<file path="config.mk">
export PLATFORM = sky130hd
export DESIGN_NAME = pc_unit_gen_flat
export DESIGN_NICKNAME = d
export VERILOG_FILES = /design/src/rtl/pc_unit_gen_if.sv /design/src/rtl/pc_unit_gen.sv /design/src/flat_wrapper.sv
export SDC_FILE = /design/constraint.sdc
export NUM_CORES = 1
export LEC_CHECK = 0
export BUFFER_PORTS_ARGS = -buffer_cell sky130_fd_sc_hd__buf_4
export CORE_ASPECT_RATIO = 1.5
export CORE_MARGIN = 8
export CORE_UTILIZATION = 54
export DETAILED_ROUTE_END_ITERATION = 8
export PLACE_DENSITY_LB_ADDON = 0.25
export REMOVE_ABC_BUFFERS = 1
export SYNTH_ARGS = -nofsm -noshare
export SYNTH_HDL_FRONTEND = slang
export SYNTH_SLANG_ARGS = --single-unit
</file>
<file path="constraint.sdc">
create_clock -name clk -period 3.8 [get_ports clk]
set_input_delay 0.19 -clock clk [delete_from_list [all_inputs] [get_ports clk]]
set_output_delay 0.19 -clock clk [all_outputs]
set_load 0.02 [all_outputs]
</file>
<file path="src/rtl/pc_unit_gen_if.sv">
// Fetch-PC control/status bundle between the F-stage steering logic and pc_unit_gen.
// The master side drives selects and redirect sources; the slave side returns the fetch PC and flags.
interface pc_unit_gen_if #(
    parameter int ADDR_W = 32
);
    logic [2:0]        pc_sel;
    logic              stall;
    logic [ADDR_W-1:0] d_pc;
    logic [25:0]       d_instr_index;
    logic [ADDR_W-1:0] branch_off;
    logic [ADDR_W-1:0] jr_target;
    logic              exc_req;
    logic              eret_req;
    logic [ADDR_W-1:0] epc;
    logic [ADDR_W-1:0] pc;
    logic              redirect_pending;
    logic              addr_err;

    modport master (
        output pc_sel, stall, d_pc, d_instr_index, branch_off, jr_target,
               exc_req, eret_req, epc,
        input  pc, redirect_pending, addr_err
    );

    modport slave (
        input  pc_sel, stall, d_pc, d_instr_index, branch_off, jr_target,
               exc_req, eret_req, epc,
        output pc, redirect_pending, addr_err
    );
endinterface

</file>
<file path="src/rtl/pc_unit_gen.sv">
// Fetch program counter with exception/ERET redirection, stall-buffered redirects and fetch address checking.
// Optional macro PC_REDIRECT_CNT_EN adds a 32-bit count of non-sequential PC loads on redirect_cnt.
module pc_unit_gen #(
    parameter int          ADDR_W    = 32,
    parameter logic [31:0] RESET_VEC = 32'h0000_3000,
    parameter logic [31:0] EXC_VEC   = 32'h0000_4180,
    parameter logic [31:0] TEXT_LO   = 32'h0000_3000,
    parameter logic [31:0] TEXT_HI   = 32'h0000_6FFF
) (
    input  logic          clk,
    input  logic          reset,
`ifdef PC_REDIRECT_CNT_EN
    output logic [31:0]   redirect_cnt,
`endif
    pc_unit_gen_if.slave  bus
);

    typedef enum logic [2:0] {
        SEL_SEQ    = 3'b000,
        SEL_BRANCH = 3'b001,
        SEL_JUMP   = 3'b010,
        SEL_JR     = 3'b011,
        SEL_HOLD   = 3'b100
    } pc_sel_e;

    localparam logic [ADDR_W-1:0] RESET_PC = RESET_VEC[ADDR_W-1:0];
    localparam logic [ADDR_W-1:0] EXC_PC   = EXC_VEC[ADDR_W-1:0];
    localparam logic [ADDR_W-1:0] FOUR     = ADDR_W'(4);

    logic [ADDR_W-1:0] pc_reg;
    logic              pending_reg;
    logic [ADDR_W-1:0] pending_target;
    logic              addr_err_reg;

    logic [ADDR_W-1:0] seq_target;
    logic [ADDR_W-1:0] branch_target;
    logic [ADDR_W-1:0] jump_target;
    logic [ADDR_W-1:0] redirect_target;
    logic              is_redirect;

    logic [ADDR_W-1:0] next_pc;
    logic              next_pending;
    logic [ADDR_W-1:0] next_target;
    logic              next_addr_err;
    logic              load_nonseq;
    logic [31:0]       next_pc_ext;

    assign seq_target    = pc_reg + FOUR;
    assign branch_target = bus.d_pc + FOUR + bus.branch_off;

    // Narrowest legal PC has no region bits above the 28-bit jump field.
    generate
        if (ADDR_W > 28) begin : g_jump_region
            assign jump_target = {bus.d_pc[ADDR_W-1:28], bus.d_instr_index, 2'b00};
        end else begin : g_jump_flat
            assign jump_target = {bus.d_instr_index, 2'b00};
        end
    endgenerate

    always_comb begin
        redirect_target = '0;
        is_redirect     = 1'b0;
        case (pc_sel_e'(bus.pc_sel))
            SEL_BRANCH: begin redirect_target = branch_target;  is_redirect = 1'b1; end
            SEL_JUMP:   begin redirect_target = jump_target;    is_redirect = 1'b1; end
            SEL_JR:     begin redirect_target = bus.jr_target;  is_redirect = 1'b1; end
            default:    begin redirect_target = '0;             is_redirect = 1'b0; end
        endcase
    end

    // Exception and ERET override stall; otherwise a pending redirect beats the current select.
    always_comb begin
        next_pc      = pc_reg;
        next_pending = pending_reg;
        next_target  = pending_target;
        load_nonseq  = 1'b0;
        if (bus.exc_req) begin
            next_pc      = EXC_PC;
            next_pending = 1'b0;
            next_target  = '0;
            load_nonseq  = 1'b1;
        end else if (bus.eret_req) begin
            next_pc      = bus.epc;
            next_pending = 1'b0;
            next_target  = '0;
            load_nonseq  = 1'b1;
        end else if (bus.stall) begin
            if (is_redirect) begin
                next_pending = 1'b1;
                next_target  = redirect_target;
            end
        end else if (pending_reg) begin
            next_pc      = pending_target;
            next_pending = 1'b0;
            load_nonseq  = 1'b1;
        end else if (is_redirect) begin
            next_pc     = redirect_target;
            load_nonseq = 1'b1;
        end else if (pc_sel_e'(bus.pc_sel) == SEL_SEQ) begin
            next_pc = seq_target;
        end
    end

    always_comb begin
        next_pc_ext   = 32'(next_pc);
        next_addr_err = (next_pc[1:0] != 2'b00) ||
                        (next_pc_ext < TEXT_LO) ||
                        (next_pc_ext > TEXT_HI);
    end

    always_ff @(posedge clk) begin
        if (reset) begin
            pc_reg         <= RESET_PC;
            pending_reg    <= 1'b0;
            pending_target <= '0;
            addr_err_reg   <= 1'b0;
        end else begin
            pc_reg         <= next_pc;
            pending_reg    <= next_pending;
            pending_target <= next_target;
            addr_err_reg   <= next_addr_err;
        end
    end

`ifdef PC_REDIRECT_CNT_EN
    always_ff @(posedge clk) begin
        if (reset) begin
            redirect_cnt <= '0;
        end else if (load_nonseq) begin
            redirect_cnt <= redirect_cnt + 32'd1;
        end
    end
`endif

    assign bus.pc               = pc_reg;
    assign bus.redirect_pending = pending_reg;
    assign bus.addr_err         = addr_err_reg;

endmodule
</file>
<file path="src/flat_wrapper.sv">
// flat-port wrapper written by rule: the top's interface ports become plain ports
module pc_unit_gen_flat 
#(
    parameter int          ADDR_W    = 32,
    parameter logic [31:0] RESET_VEC = 32'h0000_3000,
    parameter logic [31:0] EXC_VEC   = 32'h0000_4180,
    parameter logic [31:0] TEXT_LO   = 32'h0000_3000,
    parameter logic [31:0] TEXT_HI   = 32'h0000_6FFF
)
  (clk, reset, bus_pc_sel, bus_stall, bus_d_pc, bus_d_instr_index, bus_branch_off, bus_jr_target, bus_exc_req, bus_eret_req, bus_epc, bus_pc, bus_redirect_pending, bus_addr_err);
  pc_unit_gen_if #(.ADDR_W(ADDR_W)) bus_i ();
  input  logic clk;
  input  logic reset;
  input wire logic [$bits(bus_i.pc_sel)-1:0] bus_pc_sel;
  input wire logic [$bits(bus_i.stall)-1:0] bus_stall;
  input wire logic [$bits(bus_i.d_pc)-1:0] bus_d_pc;
  input wire logic [$bits(bus_i.d_instr_index)-1:0] bus_d_instr_index;
  input wire logic [$bits(bus_i.branch_off)-1:0] bus_branch_off;
  input wire logic [$bits(bus_i.jr_target)-1:0] bus_jr_target;
  input wire logic [$bits(bus_i.exc_req)-1:0] bus_exc_req;
  input wire logic [$bits(bus_i.eret_req)-1:0] bus_eret_req;
  input wire logic [$bits(bus_i.epc)-1:0] bus_epc;
  output wire logic [$bits(bus_i.pc)-1:0] bus_pc;
  output wire logic [$bits(bus_i.redirect_pending)-1:0] bus_redirect_pending;
  output wire logic [$bits(bus_i.addr_err)-1:0] bus_addr_err;
  assign bus_i.pc_sel = bus_pc_sel;
  assign bus_i.stall = bus_stall;
  assign bus_i.d_pc = bus_d_pc;
  assign bus_i.d_instr_index = bus_d_instr_index;
  assign bus_i.branch_off = bus_branch_off;
  assign bus_i.jr_target = bus_jr_target;
  assign bus_i.exc_req = bus_exc_req;
  assign bus_i.eret_req = bus_eret_req;
  assign bus_i.epc = bus_epc;
  assign bus_pc = bus_i.pc;
  assign bus_redirect_pending = bus_i.redirect_pending;
  assign bus_addr_err = bus_i.addr_err;
  pc_unit_gen #(.ADDR_W(ADDR_W), .RESET_VEC(RESET_VEC), .EXC_VEC(EXC_VEC), .TEXT_LO(TEXT_LO), .TEXT_HI(TEXT_HI)) u_core (.clk(clk), .reset(reset), .bus(bus_i));
endmodule
</file>
# [Word-level counts from Yosys, hierarchy flattened]
# Index checks and enable logic that the tools add are counted.
[totals] reg_bits=66 latchBits=0 ram_bits=0 romBits=0 inputBits=162 output_inout_bits=34 elab_cells=29 n_memories=0
[classes] add_sub_neg=3 n_mul=0 n_div=0 n_lt_le_gt_ge=2 eq_ne=3 n_shift=0 muxes=8 bitwise_logic=1 n_reduce_logical=8
[op_table] cell="$mux 32" n=6
[op_table] cell="$pmux 32 s3" n=1
[op_table] cell="$add 32x3->32 const B" n=2
[op_table] cell="$add 32x32->32" n=1
[op_table] cell="$gt 32x15->1 const B" n=1
[op_table] cell="$lt 32x14->1 const B" n=1
[op_table] cell="$eq 3x2->1 const B" n=2
[op_table] cell="$reduce_or 3->1" n=2
[op_table] cell="$reduce_or 4->1" n=1
[op_table] cell="$eq 3x1->1 const B" n=1
[op_table] cell="$logic_not 3->1" n=1
[op_table] cell="$logic_or 1x1->1" n=2
[op_table] cell="$reduce_and 2->1" n=1
[op_table] cell="$reduce_bool 2->1" n=1
[op_table] cell="$mux 1" n=1
[op_table] cell="$not 1->1" n=1

# [Logic depth before layout (Yosys ltp)]
# Gate-level depths: netlist (run 1).
[logic_depth] word_depth=11 ltp_mapped=15 mapped_depth_nobuf=15

# [Least setup slack after synthesis (run 1)]
# OpenSTA, ideal clock, no wires.
[synth_timing] path_type="input to register" startpoint="in bus_branch_off[1]" endpoint="reg u_core.addr_err_reg (netlist: u_core.bus.addr_err)" setup_time_ns=0.127 arrival_time_ns=3.103 required_time_ns=3.673 path_slack_ns=0.570 cell_stages=15 n_path_buf=0 cell_sequence="ha_1 > ha_1 > inv_1 > fa_1 > nand2b_1 > a21oi_2 > o21ai_2 > o311ai_4 > a21oi_1 > o41ai_2 > xor2_1 > a222oi_1 > a221oi_1 > nor4_1 > o21bai_1"
[synth_between] elab_chain_len=10 word_cells_on_any_way=12 classes_between="add/sub: 1; order compare: 2; mux: 6; reduce/logical: 3"
[synth_lines] item="start, declared" line_no="flat_wrapper.sv:18" text="input wire logic [$bits(bus_i.branch_off)-1:0] bus_branch_off;"
[synth_lines] item="$add 32x32->32 *" line_no="pc_unit_gen.sv:49" text="assign branch_target = bus.d_pc + FOUR + bus.branch_off;"
[synth_lines] item="$pmux 32 s3 *" line_no="pc_unit_gen.sv:63" text="case (pc_sel_e'(bus.pc_sel))"
[synth_lines] item="$mux 32 *" line_no="pc_unit_gen.sv:96" text="end else if (is_redirect) begin"
[synth_lines] item="$mux 32 *" line_no="pc_unit_gen.sv:92" text="end else if (pending_reg) begin"
[synth_lines] item="$mux 32 *" line_no="pc_unit_gen.sv:87" text="end else if (bus.stall) begin"
[synth_lines] item="$mux 32 *" line_no="pc_unit_gen.sv:82" text="end else if (bus.eret_req) begin"
[synth_lines] item="$mux 32 *" line_no="pc_unit_gen.sv:77" text="if (bus.exc_req) begin"
[synth_lines] item="$lt 32x14->1 or $reduce_bool 2->1 (tied branches)" line_no="pc_unit_gen.sv:107, pc_unit_gen.sv:106"
[synth_lines] item="$logic_or 1x1->1" line_no="pc_unit_gen.sv:106" text="next_addr_err = (next_pc[1:0] != 2'b00) ||"
[synth_lines] item="$logic_or 1x1->1 *" line_no="pc_unit_gen.sv:107" text="(next_pc_ext < TEXT_LO) ||"
[synth_lines] item="end signal, assigned" line_no="pc_unit_gen.sv:121" text="addr_err_reg <= next_addr_err;"
[synth_lines] item="end, declared" line_no="pc_unit_gen.sv:33" text="logic addr_err_reg;"
# Mark *: on every way between the ends. The rest lies on a longest branch, timed or not.
# A chain may end at the register's enable or synchronous reset.

# [Worst setup path in the final report (run 1)]
# Same ends and word-level chain as after synthesis.

==> results of run 1 <==
cell type report:
type	instances	area, um2
repair buffers	233	1750
clock buffers	11	253
inverters	31	116
multi-input cells	784	5100
clock inverters	5	52.6
fillers	1065	3600
well taps	156	195
flip-flops and latches	66	1320
power breakdown:
group | internal [mW] | total, mW | switching, mW
clock | 0.540 | 0.857 | 0.317
sequential | 0.715 | 0.748 | 0.0330
combinational | 0.434 | 1.01 | 0.574
cell usage after synthesis, drive strengths merged, types with 3 or more instances:
master,n,area [um2]
a222oi,9,90.1
a221oi,5,43.8
or2,6,37.5
dfxtp,66,1320
nand4,25,156
xor2,20,175
and3,13,81.3
mux2,9,101
xnor2,20,175
clkbuf,41,154
o31ai,11,82.6
nand2b,8,50.1
a31o,4,35.0
o21bai,4,30.0
a21o,9,67.6
nor3,30,161
o211ai,10,75.1
or3,3,18.8
nand2,96,360
mux2i,8,80.1
o2bb2ai,3,26.3
o221a,3,33.8
and2,5,31.3
o21a,8,60.1
o311ai,3,43.8
a31oi,10,62.6
nand3,24,120
nor2,100,375
inv,29,109
a2111oi,5,45.0
a22oi,23,173
a211oi,16,120
o41ai,3,33.8
o221ai,7,61.3
nor4,8,50.1
o21ai,74,374
ha,62,776
o2111ai,3,26.3
a21oi,93,473
a22o,5,43.8
buf,15,75.1
a32oi,3,26.3
nor2b,6,37.5
metal layers:
layer  routed length, um  track usage  vias up
li1                    -            -     3900
met1                9570        0.351     3777
met2               13000        0.531      510
met3                2450       0.0535      137
met4                1800        0.210        0
met5                   0            0        -
critical path, cell delays in order:
cell      delay [ps]
buf_4            110
ha_1             290
ha_1             190
inv_1             60
fa_1             380
nand2b_1         200
a21oi_2          170
o21ai_2          130
o311ai_4         410
a21oi_1          180
o41ai_2          260
xor2_1           120
a222oi_1         510
a221oi_1         180
nor4_1           350
o21bai_1         100
cells by family (layout without fill, tap and decap cells):
logic type               Yosys count  in the layout  synth area share
flip-flops                        66             66             0.195
AO/OA/AOI/OAI                    332            332             0.328
adder cells (fa/ha/maj)           63             63             0.118
XOR/XNOR                          40             40            0.0518
buffers and inverters             87            280            0.0510
AND/OR/NAND/NOR                  332            332             0.229
multiplexers                      17             17            0.0268
worst paths after layout:
kind,start,end,slack (ps),cells past startpoint
max,bus_branch_off[1],u_core.bus.addr_err,170,16
min,bus_epc[3],u_core.bus.pc[3],80,2
max reg2reg,u_core.bus.pc[2],u_core.bus.addr_err,510,12
min reg2reg,u_core.pending_target[23],u_core.pending_target[23],460,2
==> out/qor.yml, run 1 <==
hold_violations: 0
synthCells: 937
htree_levels: 3
hold_class: "in2reg"
routed_wl_um: 26800
grt_max_degree: 56
cts_tree: "done"
grt_pass1_vias: 8204
dpl.cell_count: 1270
path_max_fanout: 6
initial_utilization: 0.546
antenna_found_initial: 0
synth-seq-cells: 66
root_buffer: "clkbuf_16"
ctsResizeCount: 0
num_rows: 50
die_y_um: 153
rsz0062_at_grt: "no"
fin_util: 0.710
numCtsBuffers: 9
final_cell_area_um2: 8790
post-route-min-period_ps: 3630
seq_area_frac_synth: 0.195
dpl_worst_slack_ps: 20.6
gp_congestion: 0.989
antenna_cells: 0
final.setup.worst_slack_ps: 171
die_area_um2: 16400
syn_area_um2: 6770
grt_use_total: 0.315
status: "finished clean"
routedWlPerCell_um: 20.8
ant_nets: 0
p_per_area_nw_per_um2: 297
skew_ps: 8.85
cts_buffer_depth: 2
mostFrequentLayoutCells: "233 x buf_4, 100 x nor2_1, 96 x nand2_1"
pin_count: 196
syn_area_per_cell_um2: 7.22
leakage_nw: 3.81
async_flop_share: 0
critPathKind: "in2reg"
post_cts_buffers: 0
worstSetupStartpointType: "input port"
first_iter_violations: 799
critical_path_required_ps: 4010
placed_area_um2: 8490
postCtsHoldBufs: 0
layout.nets: 1350
finalPower_mw: 2.61
post-route-drc-count: 0
fin_setup_tns_ps: 0
die_w_um: 107
whs_ps: 81.4
max-vdd-ir-drop_v: 0.000213
synth_edf_count: 0
area_growth_pct: 29.9
cp-end-kind: "flop"
gr-total-overflow: 0
first_pass_iters: 5
clkSinkCount: 66
ys_types: 74
relSlewSlack: 0.345
fmax_mhz: 276
core_area_um2: 12400
final_layout_size_suffix_gt1_frac: 0.247
clock_latency_ps: 340
max_cap_viol_count: 0
port_buffers: 195
routed_via_density: 6.47
grt_first_pass_wirelength_um: 41700
worstMarginPinSlew_ps: 979
synth_top_flop_cell: "dfxtp_1"
cp.arrival_ps: 3840
maxSlewViolCount: 0
final_common_cell: "buf_4"
yosys_warnings: 0
dp_hpwl_um: 21100
layoutNonFillerInstCount: 1286
min_period_over_period: 0.955
setup_viol: 0
clk_pin_slew_worst_paths_ps: 60
vias: 8324
No activity file was read; power rests on OpenSTA's default activity.
==> run 2: changes to the inputs <==
--- a/config.mk
+++ b/config.mk
@@ -10,6 +10,7 @@
 export CORE_MARGIN = 8
 export CORE_UTILIZATION = 54
 export DETAILED_ROUTE_END_ITERATION = 8
+export MAX_ROUTING_LAYER = met4
 export PLACE_DENSITY_LB_ADDON = 0.25
 export REMOVE_ABC_BUFFERS = 1
 export SYNTH_ARGS = -nofsm -noshare
==> run 2 against run 1 <==
  * Core utilization is 0.15 points higher
  * Maximum frequency grew 4.7%
  * Largest power group unchanged
  * First-iteration DRC count is 2.3% higher
  * Clock skew fell by 1.1 ps
  * Sequential cell count did not move
  * Sequential power is essentially flat
  * Critical path depth stayed put
  * Critical path type unchanged
  * Via count decreased by 0.12%
  * Worst hold slack got worse by 2.6 ps
  * Power down 1.4%
  * Cell count increased by 0.31%
  * Die area unchanged
==> out/qor.yml, run 2 (synthesis gave the netlist of run 1 again) <==
status: "finished clean"
antenna_found_initial: 0  # unchanged
placed_area_um2: 8520  # +0.44%
fill_cells: 1090  # +2.3%
holdCritStartpoint: "bus_epc[4]"
htree_levels: 3  # unchanged
path_max_fanout: 6  # unchanged
critPathKind: "in2reg"
holdPathStages: 3  # +1
ant_nets: 0  # unchanged
root_buffer: "clkbuf_16"
final_cell_area_um2: 8810  # +0.21%
port_buffers: 195  # unchanged
final.setup.worst_slack_ps: 334  # +163 ps
max_cap_viol_count: 0  # unchanged
hold_class: "in2reg"
cts_buffer_depth: 2  # unchanged
clkSinkCount: 66  # unchanged
die_y_um: 153  # unchanged
critical_path_required_ps: 4020  # about the same
maxSlewViolCount: 0  # unchanged
first_pass_iters: 6  # +1
fin_setup_tns_ps: 0  # unchanged
gp_congestion: 1.02  # +3.5%
postCtsHoldBufs: 0  # unchanged
skew_ps: 7.78  # -1.08 ps
antenna_cells: 0  # unchanged
post_cts_buffers: 0  # unchanged
post-route-min-period_ps: 3470  # -163 ps
clock_latency_ps: 340  # about the same
routed_via_density: 6.44  # -0.43%
routed_wl_um: 26700  # -0.27%
die_area_um2: 16400  # unchanged
worstSetupStartpoint: "bus_branch_off[1]"
dp_hpwl_um: 20900  # -1.2%
final_layout_size_suffix_gt1_frac: 0.248  # +0.000893
worstMarginPinSlew_ps: 1140  # +161 ps
dpl_worst_slack_ps: 37.4  # +16.7 ps
grt_max_degree: 56  # unchanged
p_per_area_nw_per_um2: 293  # -1.6%
initial_utilization: 0.546  # unchanged
finalPower_mw: 2.58  # -1.4%
grt_first_pass_wirelength_um: 41500  # -0.55%
setup_viol: 0  # unchanged
worstSetupStartpointType: "input port"
mostFrequentLayoutCells: "238 x buf_4, 100 x nor2_1, 96 x nand2_1"
clk_pin_slew_worst_paths_ps: 50  # about the same
core_area_um2: 12400  # unchanged
min_period_over_period: 0.912  # -0.0429
gr-total-overflow: 0  # unchanged
layout.nets: 1355  # +0.37%
cts_tree: "done"
grt_pass1_vias: 8224  # +0.24%
pin_count: 196  # unchanged
r2r-start: "u_core.bus.pc[2]"
relSlewSlack: 0.237  # -0.108
leakage_nw: 3.83  # +0.41%
die_w_um: 107  # unchanged
num_rows: 50  # unchanged
post-route-drc-count: 0  # unchanged
final_common_cell: "buf_4"
hold_violations: 0  # unchanged
fin_util: 0.711  # +0.00151
cp.arrival_ps: 3690  # -150 ps
cp-end-kind: "flop"
first_iter_violations: 817  # +2.3%
routedWlPerCell_um: 20.7  # -0.57%
vias: 8314  # -0.12%
rsz0062_at_grt: "no"
reg2reg_depth: 12  # unchanged
ctsResizeCount: 0  # unchanged
area_growth_pct: 30.2
fmax_mhz: 288  # +4.7%
grt_use_total: 0.323  # +0.00755
max-vdd-ir-drop_v: 0.000225  # +5.7%
numCtsBuffers: 9  # unchanged
run 2: changes by cell type in the layout (fill, tap and decap cells not counted):
cell        before  now
clkinvlp_4       1    0
buf_4          233  238
clkbuf_1         0    2
clkbuf_8         2    1
clkinv_2         3    2
run 2: critical path: stages:
cell and delay [ps]:
buf_4 110, ha_1 270, ha_1 190, inv_1 60, fa_1 370, nand2b_1 200, a21oi_2 180, o21ai_2 140
o311ai_4 380, a21oi_1 170, o41ai_2 270, xor2_1 110, a222oi_1 480, a221oi_1 170, nor4_1 300, o21bai_1 80
run 2: cell type report:
cell class / instances / area [um2] / area share
Sequential cell: 66 / 1320 / 0.150
Clock inverter: 3 / 40.0 / 0.00454
Timing Repair Buffer: 238 / 1790 / 0.203
Clock buffer: 12 / 246 / 0.0280
Tap cell: 156 / 195 / 0.0222
Multi-Input combinational cell: 784 / 5100 / 0.579
Inverter: 31 / 116 / 0.0132
run 2: where the power goes:
| group | total (mW) | internal [mW] | switching (mW) |
|---|---|---|---|
| sequential | 0.748 | 0.716 | 0.0321 |
| clock | 0.819 | 0.520 | 0.299 |
| combinational | 1.01 | 0.436 | 0.575 |
| total | 2.58 | 1.67 | 0.906 |
run 2: worst paths after layout:
path              slack, ps                       end
setup reg to reg        490       u_core.bus.addr_err
hold reg to reg         460  u_core.pending_target[2]
setup / recovery        330       u_core.bus.addr_err
hold / removal           80          u_core.bus.pc[4]
run 2: per-stage QoR:
stage,instances,hold WS [ps]
floorplan,881,262
global placement,1275,415
CTS,1290,78.1
global route,1290,84.6
detailed placement,1275,425
finish,1290,78.9
run 2: per-layer routing:
metal | global-route usage | share of wire
met5 | - | 0
met1 | 0.359 | 0.37
met4 | 0.202 | 0.058
met2 | 0.530 | 0.49
met3 | 0.0425 | 0.087
==> run 3: changes to the inputs <==
--- a/config.mk
+++ b/config.mk
@@ -10,6 +10,7 @@
 export CORE_MARGIN = 8
 export CORE_UTILIZATION = 54
 export DETAILED_ROUTE_END_ITERATION = 8
+export GPL_TIMING_DRIVEN = 0
 export MAX_ROUTING_LAYER = met4
 export PLACE_DENSITY_LB_ADDON = 0.25
 export REMOVE_ABC_BUFFERS = 1
==> run 3 against run 2 <==
  * Cell count decreased by 2.7%
  * First-iteration DRC count decreased by 5.6%
  * Clock skew about the same
  * Sequential cell count unchanged
  * Routed wire length decreased by 5.0%
  * Core utilization decreased by 1.9 points
  * Sequential power about the same
  * Sequential share of layout area increased by 0.43 points
  * Critical path type unchanged
  * Largest power group unchanged
==> out/qor.yml, run 3 (synthesis gave the netlist of run 1 again) <==
status: "finished clean"
fmax_mhz: 280  # -3.1%
rsz0062_at_grt: "no"
area_growth_pct: 26.7
routed_via_density: 6.59  # +2.2%
grt_first_pass_wirelength_um: 39300  # -5.3%
gp_congestion: 1.03  # +0.57%
relSlewSlack: 0.0737  # -0.163
die_w_um: 107  # unchanged
antenna_cells: 0  # unchanged
antenna_found_initial: 0  # unchanged
max_cap_viol_count: 0  # unchanged
routedWlPerCell_um: 20.2  # -2.3%
routed_wl_um: 25400  # -5.0%
postCtsHoldBufs: 0  # unchanged
register_area_um2: 1320  # about the same
port_buffers: 195  # unchanged
post-route-min-period_ps: 3580  # +110 ps
grt_pass1_vias: 7867  # -4.3%
final_cell_area_um2: 8570  # -2.7%
ant_nets: 0  # unchanged
htree_levels: 3  # unchanged
clkSinkCount: 66  # unchanged
root_buffer: "clkbuf_16"
final_layout_size_suffix_gt1_frac: 0.227  # -0.0203
grt_max_degree: 56  # unchanged
grt_use_total: 0.303  # -0.0199
setup_viol: 0  # unchanged
clk_pin_slew_worst_paths_ps: 50  # about the same
post-route-drc-count: 0  # unchanged
cts_buffer_depth: 2  # unchanged
finalPower_mw: 2.55  # -1.1%
layout.nets: 1320  # -2.6%
maxSlewViolCount: 0  # unchanged
dp_hpwl_um: 19100  # -8.3%
numCtsBuffers: 9  # unchanged
clock_latency_ps: 340  # about the same
skew_ps: 7.46  # -0.318 ps
max-vdd-ir-drop_v: 0.000240  # +6.7%
pin_count: 196  # unchanged
initial_utilization: 0.546  # unchanged
first_pass_iters: 7  # +1
cp.arrival_ps: 3790  # +100 ps
num_rows: 50  # unchanged
min_period_over_period: 0.941  # +0.0291
fill_cells: 1090  # unchanged
leakage_nw: 3.65  # -4.5%
die_y_um: 153  # unchanged
critPathKind: "in2reg"
multi_input_area_um2: 5110  # about the same
cp-end-kind: "flop"
final_common_cell: "buf_4"
critical_path_required_ps: 4020  # about the same
core_area_um2: 12400  # unchanged
cts_tree: "done"
gr-total-overflow: 0  # unchanged
worstMarginPinSlew_ps: 1380  # +239 ps
path_max_fanout: 6  # unchanged
die_area_um2: 16400  # unchanged
mostFrequentLayoutCells: "198 x buf_4, 98 x nor2_1, 96 x nand2_1"
first_iter_violations: 771  # -5.6%
vias: 8265  # -0.59%
placed_area_um2: 8260  # -3.1%
hold_violations: 0  # unchanged
p_per_area_nw_per_um2: 297  # +1.6%
hold_class: "in2reg"
worstSetupStartpointType: "input port"
==> run 3: cell count changes in the layout (fill, tap and decap cells not counted) <==
| cell | before | now |
|---|---|---|
| inv_1 | 29 | 28 |
| clkinvlp_2 | 0 | 1 |
| o21ai_0 | 73 | 72 |
| nor2_2 | 0 | 2 |
| buf_8 | 0 | 1 |
| dfxtp_2 | 0 | 1 |
| buf_4 | 238 | 198 |
| o21ai_1 | 0 | 1 |
| dfxtp_1 | 66 | 65 |
| nor2_1 | 100 | 98 |
| clkinvlp_4 | 0 | 1 |
| buf_6 | 0 | 3 |
==> run 3: path summary, 6_finish.rpt <==
kind,cells after the start,startpoint,end,slack (ps)
setup reg to reg,11,u_core.bus.pc[8],u_core.bus.addr_err,280
setup / recovery,16,bus_branch_off[1],u_core.bus.addr_err,220
hold reg to reg,2,u_core.pending_target[4],u_core.pending_target[4],450
hold / removal,2,bus_epc[10],u_core.bus.pc[10],80
==> run 3: cell type report <==
type / count / share of cell area
Tap cell: 156 / 0.0228
Inverter: 31 / 0.0140
Timing Repair Buffer: 202 / 0.179
Clock buffer: 12 / 0.0288
Sequential cell: 66 / 0.154
Multi-Input combinational cell: 784 / 0.596
Timing Repair inverter: 1 / 0.000584
Clock inverter: 3 / 0.00467
==> run 3: metrics by stage <==
stage          hold slack, ps  utilization  TNS [ps]  worst slack (ps)  cells
6_report                 79.0        0.692         0               223   1255
3_5_place_dp              419        0.667      -295              -295   1237
2_1_floorplan             262            -         0               577    881
4_1_cts                  77.9        0.691         0               169   1253
5_1_grt                  92.8        0.692         0              4.14   1255
3_3_place_gp              413        0.662    -26630             -1140   1232
==> run 3: timing repair <==
| item | 4_1_cts | 5_1_grt |
|---|---|---|
| cloned | 1 | 0 |
| setup buffers | 0 | 2 |
| pin swaps | 0 | 3 |
| gates resized for setup | 1 | 1 |
| endpoints found under the setup margin | 1 | 1 |
==> run 3: where the power goes <==
group	switching, mW	total (mW)	internal, mW
clock	0.314	0.835	0.520
sequential	0.0339	0.749	0.715
combinational	0.554	0.966	0.412
==> run 3: worst max-delay path, cell delays in order <==
cell      delay [ps]
buf_4            110
ha_1             270
ha_1             210
inv_1             70
fa_1             380
nand2b_1         210
a21oi_2          180
o21ai_2          150
o311ai_4         420
a21oi_1          160
xnor2_1          180
a222oi_1         580
a31o_2           250
nand4_1          110
nor4_1           220
o21bai_1          90
==> run 3: per-layer routing <==
| layer | GRT usage | routed length, um |
|---|---|---|
| met1 | 0.344 | 9300 |
| met2 | 0.490 | 12200 |
| met3 | 0.0366 | 2460 |
| met4 | 0.190 | 1410 |
| met5 | - | 0 |
